`config.mk`:
```
export PLATFORM = sky130hd
export DESIGN_NAME = tqv_uart_tx_fifo
export DESIGN_NICKNAME = d
export VERILOG_FILES = /design/src/rtl/tqv_uart_tx_fifo.sv
export SDC_FILE = /design/constraint.sdc
export NUM_CORES = 1
export LEC_CHECK = 0
export ABC_CLOCK_PERIOD_IN_PS = 8800
export BUFFER_PORTS_ARGS = -buffer_cell sky130_fd_sc_hd__buf_4
export CORE_UTILIZATION = 62
export DETAILED_ROUTE_END_ITERATION = 8
export HOLD_SLACK_MARGIN = 0.05
export PLACE_DENSITY = 0.84
export SETUP_SLACK_MARGIN = 0.15
export SYNTH_ARGS = -nofsm -noshare
export SYNTH_HDL_FRONTEND = slang
export SYNTH_SLANG_ARGS = --single-unit
export TNS_END_PERCENT = 5
```
`constraint.sdc`:
```
create_clock -name clk -period 8.8 [get_ports clk]
set_input_delay 0.44 -clock clk [delete_from_list [all_inputs] [get_ports clk]]
set_output_delay 0.44 -clock clk [all_outputs]
set_load 0.1 [all_outputs]
```
`src/rtl/tqv_uart_tx_fifo.sv`:
```
`default_nettype none
// ============================================================================
// Module  : tqv_uart_tx_fifo
// Brief   : FIFO-buffered UART transmitter with runtime divider and framing.
// Rev     : 1.0 - initial release
// ============================================================================
module tqv_uart_tx_fifo #(
    parameter int FIFO_DEPTH = 8,
    parameter int DIV_WIDTH  = 12,
    parameter int DIV_RESET  = 15
) (
    input  logic        clk,
    input  logic        rst_n,
    input  logic [3:0]  addr_in,
    input  logic [31:0] data_in,
    input  logic [1:0]  data_write_n,
    input  logic [1:0]  data_read_n,
    output logic [31:0] data_out,
    output logic        data_ready,
    output logic        uart_txd,
    output logic        tx_busy,
    output logic        interrupt
);

    localparam int         c_AW         = $clog2(FIFO_DEPTH);
    localparam int         c_LW         = c_AW + 1;
    localparam logic [1:0] c_REG_DATA   = 2'd0;
    localparam logic [1:0] c_REG_STATUS = 2'd1;
    localparam logic [1:0] c_REG_DIV    = 2'd2;
    localparam logic [1:0] c_REG_CTRL   = 2'd3;
    localparam logic [c_LW-1:0] c_FULL  = FIFO_DEPTH[c_LW-1:0];

    typedef enum logic [2:0] {
        S_IDLE   = 3'd0,
        S_START  = 3'd1,
        S_DATA   = 3'd2,
        S_PARITY = 3'd3,
        S_STOP   = 3'd4
    } tx_state_t;

    // Register file and FIFO storage
    logic [7:0]           r_mem [FIFO_DEPTH];
    logic [c_AW-1:0]      r_wr_ptr;
    logic [c_AW-1:0]      r_rd_ptr;
    logic [c_LW-1:0]      r_level;
    logic                 r_ovf;
    logic [DIV_WIDTH-1:0] r_div;
    logic [3:0]           r_ctrl;

    // Transmit engine state; frame-local copies keep the frame immune to
    // register writes made while it is on the wire.
    tx_state_t            r_state;
    logic [DIV_WIDTH-1:0] r_cnt;
    logic [7:0]           r_shift;
    logic [2:0]           r_bit_idx;
    logic                 r_stop_second;
    logic [DIV_WIDTH-1:0] r_div_lat;
    logic                 r_par_en_lat;
    logic                 r_par_bit;
    logic                 r_two_stop_lat;
    logic                 r_txd;
    logic                 r_busy;
    logic                 r_irq;

    tx_state_t            w_state_next;
    logic [DIV_WIDTH-1:0] w_cnt_next;
    logic [7:0]           w_shift_next;
    logic [2:0]           w_bit_idx_next;
    logic                 w_stop_second_next;
    logic [DIV_WIDTH-1:0] w_div_lat_next;
    logic                 w_par_en_next;
    logic                 w_par_bit_next;
    logic                 w_two_stop_next;
    logic                 w_txd_next;
    logic                 w_pop;
    logic                 w_load;

    logic                 w_wr_en;
    logic [1:0]           w_sel;
    logic                 w_push_req;
    logic                 w_push;
    logic                 w_empty;
    logic                 w_full;
    logic                 w_bit_end;
    logic                 w_busy_now;
    logic [7:0]           w_fifo_rdata;
    logic [c_LW-1:0]      w_level_next;
    logic [3:0]           w_ctrl_next;
    logic                 w_unused;

    assign w_wr_en      = (data_write_n != 2'b11);
    assign w_sel        = addr_in[3:2];
    assign w_push_req   = w_wr_en && (w_sel == c_REG_DATA);
    assign w_empty      = (r_level == '0);
    assign w_full       = (r_level == c_FULL);
    assign w_push       = w_push_req && (!w_full || w_pop);
    assign w_fifo_rdata = r_mem[r_rd_ptr];
    assign w_level_next = r_level + c_LW'(w_push) - c_LW'(w_pop);
    assign w_ctrl_next  = (w_wr_en && (w_sel == c_REG_CTRL)) ? data_in[3:0] : r_ctrl;
    assign w_bit_end    = (r_cnt == '0);
    assign w_busy_now   = !w_empty || (r_state != S_IDLE);
    assign w_unused     = &{1'b0, data_read_n, addr_in[1:0], data_in, 1'b0};

    always_ff @(posedge clk) begin
        if (w_push) begin
            r_mem[r_wr_ptr] <= data_in[7:0];
        end
    end

    always_ff @(posedge clk or negedge rst_n) begin
        if (!rst_n) begin
            r_wr_ptr <= '0;
            r_rd_ptr <= '0;
            r_level  <= '0;
            r_ovf    <= 1'b0;
            r_div    <= DIV_WIDTH'(DIV_RESET);
            r_ctrl   <= 4'd0;
        end else begin
            if (w_push) begin
                r_wr_ptr <= r_wr_ptr + c_AW'(1);
            end
            if (w_pop) begin
                r_rd_ptr <= r_rd_ptr + c_AW'(1);
            end
            r_level <= w_level_next;
            if (w_push_req && w_full && !w_pop) begin
                r_ovf <= 1'b1;
            end else if (w_wr_en && (w_sel == c_REG_STATUS) && data_in[3]) begin
                r_ovf <= 1'b0;
            end
            if (w_wr_en && (w_sel == c_REG_DIV)) begin
                r_div <= data_in[DIV_WIDTH-1:0];
            end
            r_ctrl <= w_ctrl_next;
        end
    end

    always_ff @(posedge clk or negedge rst_n) begin
        if (!rst_n) begin
            r_state        <= S_IDLE;
            r_cnt          <= '0;
            r_shift        <= 8'd0;
            r_bit_idx      <= 3'd0;
            r_stop_second  <= 1'b0;
            r_div_lat      <= '0;
            r_par_en_lat   <= 1'b0;
            r_par_bit      <= 1'b0;
            r_two_stop_lat <= 1'b0;
            r_txd          <= 1'b1;
            r_busy         <= 1'b0;
            r_irq          <= 1'b0;
        end else begin
            r_state        <= w_state_next;
            r_cnt          <= w_cnt_next;
            r_shift        <= w_shift_next;
            r_bit_idx      <= w_bit_idx_next;
            r_stop_second  <= w_stop_second_next;
            r_div_lat      <= w_div_lat_next;
            r_par_en_lat   <= w_par_en_next;
            r_par_bit      <= w_par_bit_next;
            r_two_stop_lat <= w_two_stop_next;
            r_txd          <= w_txd_next;
            r_busy         <= (w_level_next != '0) || (w_state_next != S_IDLE);
            r_irq          <= w_ctrl_next[3] && (w_level_next == '0) && (w_state_next == S_IDLE);
        end
    end

    always_comb begin
        w_state_next       = r_state;
        w_cnt_next         = r_cnt;
        w_shift_next       = r_shift;
        w_bit_idx_next     = r_bit_idx;
        w_stop_second_next = r_stop_second;
        w_div_lat_next     = r_div_lat;
        w_par_en_next      = r_par_en_lat;
        w_par_bit_next     = r_par_bit;
        w_two_stop_next    = r_two_stop_lat;
        w_load             = 1'b0;
        w_pop              = 1'b0;

        case (r_state)
            S_IDLE: begin
                if (!w_empty) begin
                    w_load = 1'b1;
                end
            end
            S_START: begin
                if (w_bit_end) begin
                    w_state_next   = S_DATA;
                    w_cnt_next     = r_div_lat;
                    w_bit_idx_next = 3'd0;
                end else begin
                    w_cnt_next = r_cnt - DIV_WIDTH'(1);
                end
            end
            S_DATA: begin
                if (w_bit_end) begin
                    w_cnt_next   = r_div_lat;
                    w_shift_next = {1'b0, r_shift[7:1]};
                    if (r_bit_idx == 3'd7) begin
                        w_state_next       = r_par_en_lat ? S_PARITY : S_STOP;
                        w_stop_second_next = 1'b0;
                    end else begin
                        w_bit_idx_next = r_bit_idx + 3'd1;
                    end
                end else begin
                    w_cnt_next = r_cnt - DIV_WIDTH'(1);
                end
            end
            S_PARITY: begin
                if (w_bit_end) begin
                    w_cnt_next         = r_div_lat;
                    w_state_next       = S_STOP;
                    w_stop_second_next = 1'b0;
                end else begin
                    w_cnt_next = r_cnt - DIV_WIDTH'(1);
                end
            end
            S_STOP: begin
                if (w_bit_end) begin
                    if (r_two_stop_lat && !r_stop_second) begin
                        w_stop_second_next = 1'b1;
                        w_cnt_next         = r_div_lat;
                    end else if (!w_empty) begin
                        w_load = 1'b1;
                    end else begin
                        w_state_next = S_IDLE;
                    end
                end else begin
                    w_cnt_next = r_cnt - DIV_WIDTH'(1);
                end
            end
            default: begin
                w_state_next = S_IDLE;
            end
        endcase

        // Frame start: pop a byte and snapshot the live configuration
        if (w_load) begin
            w_pop           = 1'b1;
            w_state_next    = S_START;
            w_shift_next    = w_fifo_rdata;
            w_div_lat_next  = r_div;
            w_cnt_next      = r_div;
            w_par_en_next   = r_ctrl[0];
            w_par_bit_next  = r_ctrl[1] ? ~^w_fifo_rdata : ^w_fifo_rdata;
            w_two_stop_next = r_ctrl[2];
        end

        case (w_state_next)
            S_IDLE:   w_txd_next = 1'b1;
            S_START:  w_txd_next = 1'b0;
            S_DATA:   w_txd_next = w_shift_next[0];
            S_PARITY: w_txd_next = w_par_bit_next;
            S_STOP:   w_txd_next = 1'b1;
            default:  w_txd_next = 1'b1;
        endcase
    end

    always_comb begin
        data_out = 32'd0;
        case (w_sel)
            c_REG_DATA:   data_out[c_LW-1:0]      = r_level;
            c_REG_STATUS: data_out[3:0]           = {r_ovf, w_empty, w_full, w_busy_now};
            c_REG_DIV:    data_out[DIV_WIDTH-1:0] = r_div;
            c_REG_CTRL:   data_out[3:0]           = r_ctrl;
            default:      data_out                = 32'd0;
        endcase
    end

    assign data_ready = 1'b1;
    assign uart_txd   = r_txd;
    assign tx_busy    = r_busy;
    assign interrupt  = r_irq;

endmodule
`default_nettype wire

```
==> summary.txt <==
Power
  – PD cells: 351 mW/mm^2
  – Static leakage: 3.05 nW
  – VDD IR-drop max: 221 uV

Routing
  – Via/cell ratio: 6.15
  – Drt pass-1 iters: 5
  – DR DRC count: 0
  – Antenna Violating Nets Remaining: 0
  – 1st-iter DRT viols: 374
  – Routed WL per cell: 20.7 um
  – WL final: 13.5 mm
  – Via Count: 4,010

GRT
  – Met2 GRT Util: 0.440
  – GR peak layer: met2
  – Vias in the first global route: 3,911
  – Initial antenna violation count: 0
  – Pin count of the biggest net entering global routing: 73
  – M3 GR Usage: 0.0571
  – Gr usage total: 0.285
  – Global Route met1 Usage: 0.406
  – Grt ovf: 0
  – First-pass GRT wire length: 21.6 mm

Logic synthesis
  – Post-synthesis mux area share: 0.121
  – Avg Synthesized Cell Area: 13.5 sq um
  – Synth Flop Type: dfrtp_1
  – Post-synth EDFFs: 64
  – Largest family of logic cells by synthesized area: multiplexers
  – Mapped Area: 0.00637 sq mm
  – Synth cell types: 61
  – Dominant cells by area after synthesis: edfxtp_1, dfrtp_1, mux4_2
  – Synth Area in XOR/XNOR: 0.0255
  – Seq/Total Area, Yosys: 0.585
  – Ys Warns: 0
  – Synth Instances: 471
  – Synth Area in Compound Gates: 0.0809
  – Post-Synth Adder-Cell Area: 0.0228
  – Yosys top cell area share: 0.301
  – Simple-Gate Fraction of Synth Area: 0.116
  – #FFs+latches synth: 136
  – Post-synth top area cell: edfxtp_1
  – Ys async rst share: 0.529

Timing
  – Fin crit period: 3.74 ns
  – Rel. slew slack: 0.398
  – Fin Hold WS: 0.0350 ns
  – Slew @ Worst Pin: 0.903 ns
  – Fin crit share: 0.425
  – Pins Over Slew Limit: 0
  – Fin worst setup slack: 5.06 ns
  – Clock Skews: 0.00937 ns
  – Setup violations, final: 0
  – Fin. Hold Viols: 0
  – Max Fclk: 267 MHz
  – Setup TNS: 0 ns
  – Unrepaired setup endpoints after global routing: false

Die
  – Top-Level Pins: 78
  – Std cell rows: 36
  – Core region area: 0.00986 sq mm
  – Die area: 0.0107 sq mm
  – Die Ht: 103 um
  – Die W: 103 um
  – Initial Util: 0.646

Clocking
  – Post-cts resize count: 0
  – Post-CTS Setup Bufs: 0
  – CTS max path bufs: 2
  – H-tree depth: 4
  – Clk slew on worst S/H paths: 0.06 ns
  – Clock sink count: 136
  – Worst-skew pair later-pin latency: 0.53 ns
  – Num CTS Buffers: 17
  – CTS Hold Buffers Added: 0
  – CTS tree: yes
  – Root Driver: clkbuf_8

Layout
  – Share of post-route cells with drive strength above 1: 0.243
  – Seq. cell area: 0.00373 sq mm
  – Fill cells: 599
  – Ant diodes: 0
  – Multi-input logic area: 0.00241 sq mm
  – Post-layout net count: 559
  – Area delta synth->final: 14.6%

Placement
  – Pre-CTS WS: 5.11 ns
  – # port buffers: 32
  – Dpl hpwl: 8.09 mm
  – GPL Wtd Cong: 0.827

Setup path
  – Critical Path Fanout Max: 24
  – Reg2reg path depth: 15
  – Arrival @ worst endpoint: 4.21 ns
  – R2r setup slk: 5.06 ns
  – CP Capture Type: flop
  – Critical Path RT: 9.27 ns
  – Worst setup path category: flop to flop
  – Startpoint Class: flop

Run status
  – Status: completed

Run
  – Max_cap viols: 0

Hold path
  – HP Class: input pin to asynchronous set/reset pin
-- registers in the layout, indices dropped and copies added (netlist names), 3 cells and up --
register / cells
r_div: 12
r_wr_ptr: 3
r_div_lat: 12
r_rd_ptr: 3
r_state: 3
r_cnt: 12
r_mem: 64
r_shift: 8
r_level: 4
r_bit_idx: 3
r_ctrl: 4
-- worst max-delay path: stages (launching register included) --
cell      delay, ns
dfrtp_1        0.42
inv_1          0.12
ha_1           0.18
or3b_4         0.42
nand4b_4       0.45
o21ai_0        0.33
and3_1         0.23
nand2_1        0.10
o21ai_0        0.10
ha_1           0.20
inv_1          0.05
fa_1           0.37
xor2_1         0.13
inv_1          0.07
nor4_1         0.30
and3_1         0.20
-- per-layer routing --
metal  vias to the layer above  part of all wire
met1                      2044              0.42
li1                       1769                 -
met2                       175              0.50
met4                         0             0.016
met3                        22             0.062
met5                         -                 0
-- per-stage QoR --
stage	total power, mW	util	cell area (sq um)	cells
after global placement	1.72	0.673	6640	620
final	2.57	0.741	7310	652
after CTS	2.57	0.741	7310	652
after global routing	2.69	0.741	7310	652
after detailed placement	1.75	0.673	6640	620
after floorplan	1.59	-	6450	490
-- cell families (layout without fill, tap and decap cells) --
group	after synthesis	after routing
muxes	50	50
buffers and inverters	55	84
xor gates and xnor gates	17	17
adders and majority gates	11	11
and+or+nand+nor	136	136
DFF	136	136
other	2	21
AOI/OAI and AO/OA	64	64
-- cell usage in the layout (no fill, tap or decap), types with 5 or more instances in the layout --
cell       Yosys  routed
a21o_1         5       5
a21oi_1        7       7
a221o_1       13      13
and2_1        13      13
buf_4         22      37
bufinv_16      0       6
clkbuf_16      0      16
clkinv_4       0       5
conb_1         2      21
dfrtp_1       67      67
dfstp_2        5       5
edfxtp_1      64      64
ha_1          10      10
inv_1         15      15
mux2_2        17      17
mux2i_1       13      13
mux4_2        20      20
nand2_1       59      59
nor2_1        20      20
nor3_1         5       5
o21ai_0       18      18
o221ai_2       5       5
xnor2_1        9       9
xor2_1         7       7
-- synthesized netlist by cell type, types with 9 or more instances --
cell type   n
mux2_2     17
clkbuf_1   10
o21ai_0    18
mux2i_1    13
a221o_1    13
and2_1     13
nand2_1    59
dfrtp_1    67
nor2_1     20
xnor2_1     9
inv_1      15
mux4_2     20
edfxtp_1   64
buf_4      22
ha_1       10
-- path summary, 6_finish.rpt --
path                              start           end
hold / removal                    rst_n    r_shift[7]
min in group clk            data_in[11]     r_div[11]
setup / recovery               r_cnt[0]     interrupt
hold reg to reg            r_div_lat[1]  r_div_lat[1]
max in group asynchronous         rst_n      r_div[9]
setup reg to reg               r_cnt[0]     interrupt
-- layout make-up --
type	instances	share of cell area
flip-flops and latches	136	0.510
multi-input cells	299	0.330
clock buffers	18	0.0572
repair buffers	37	0.0380
clock inverters	14	0.0337
well taps	133	0.0228
inverters	15	0.00771
-- report_power, final --
part	switching, mW	leakage [nW]	total (mW)	internal (mW)
Combinational	0.448	1.28	0.799	0.351
Sequential	0.153	1.45	0.968	0.815
Clock	0.279	0.324	0.800	0.521
(Power assumes the default switching activity.)
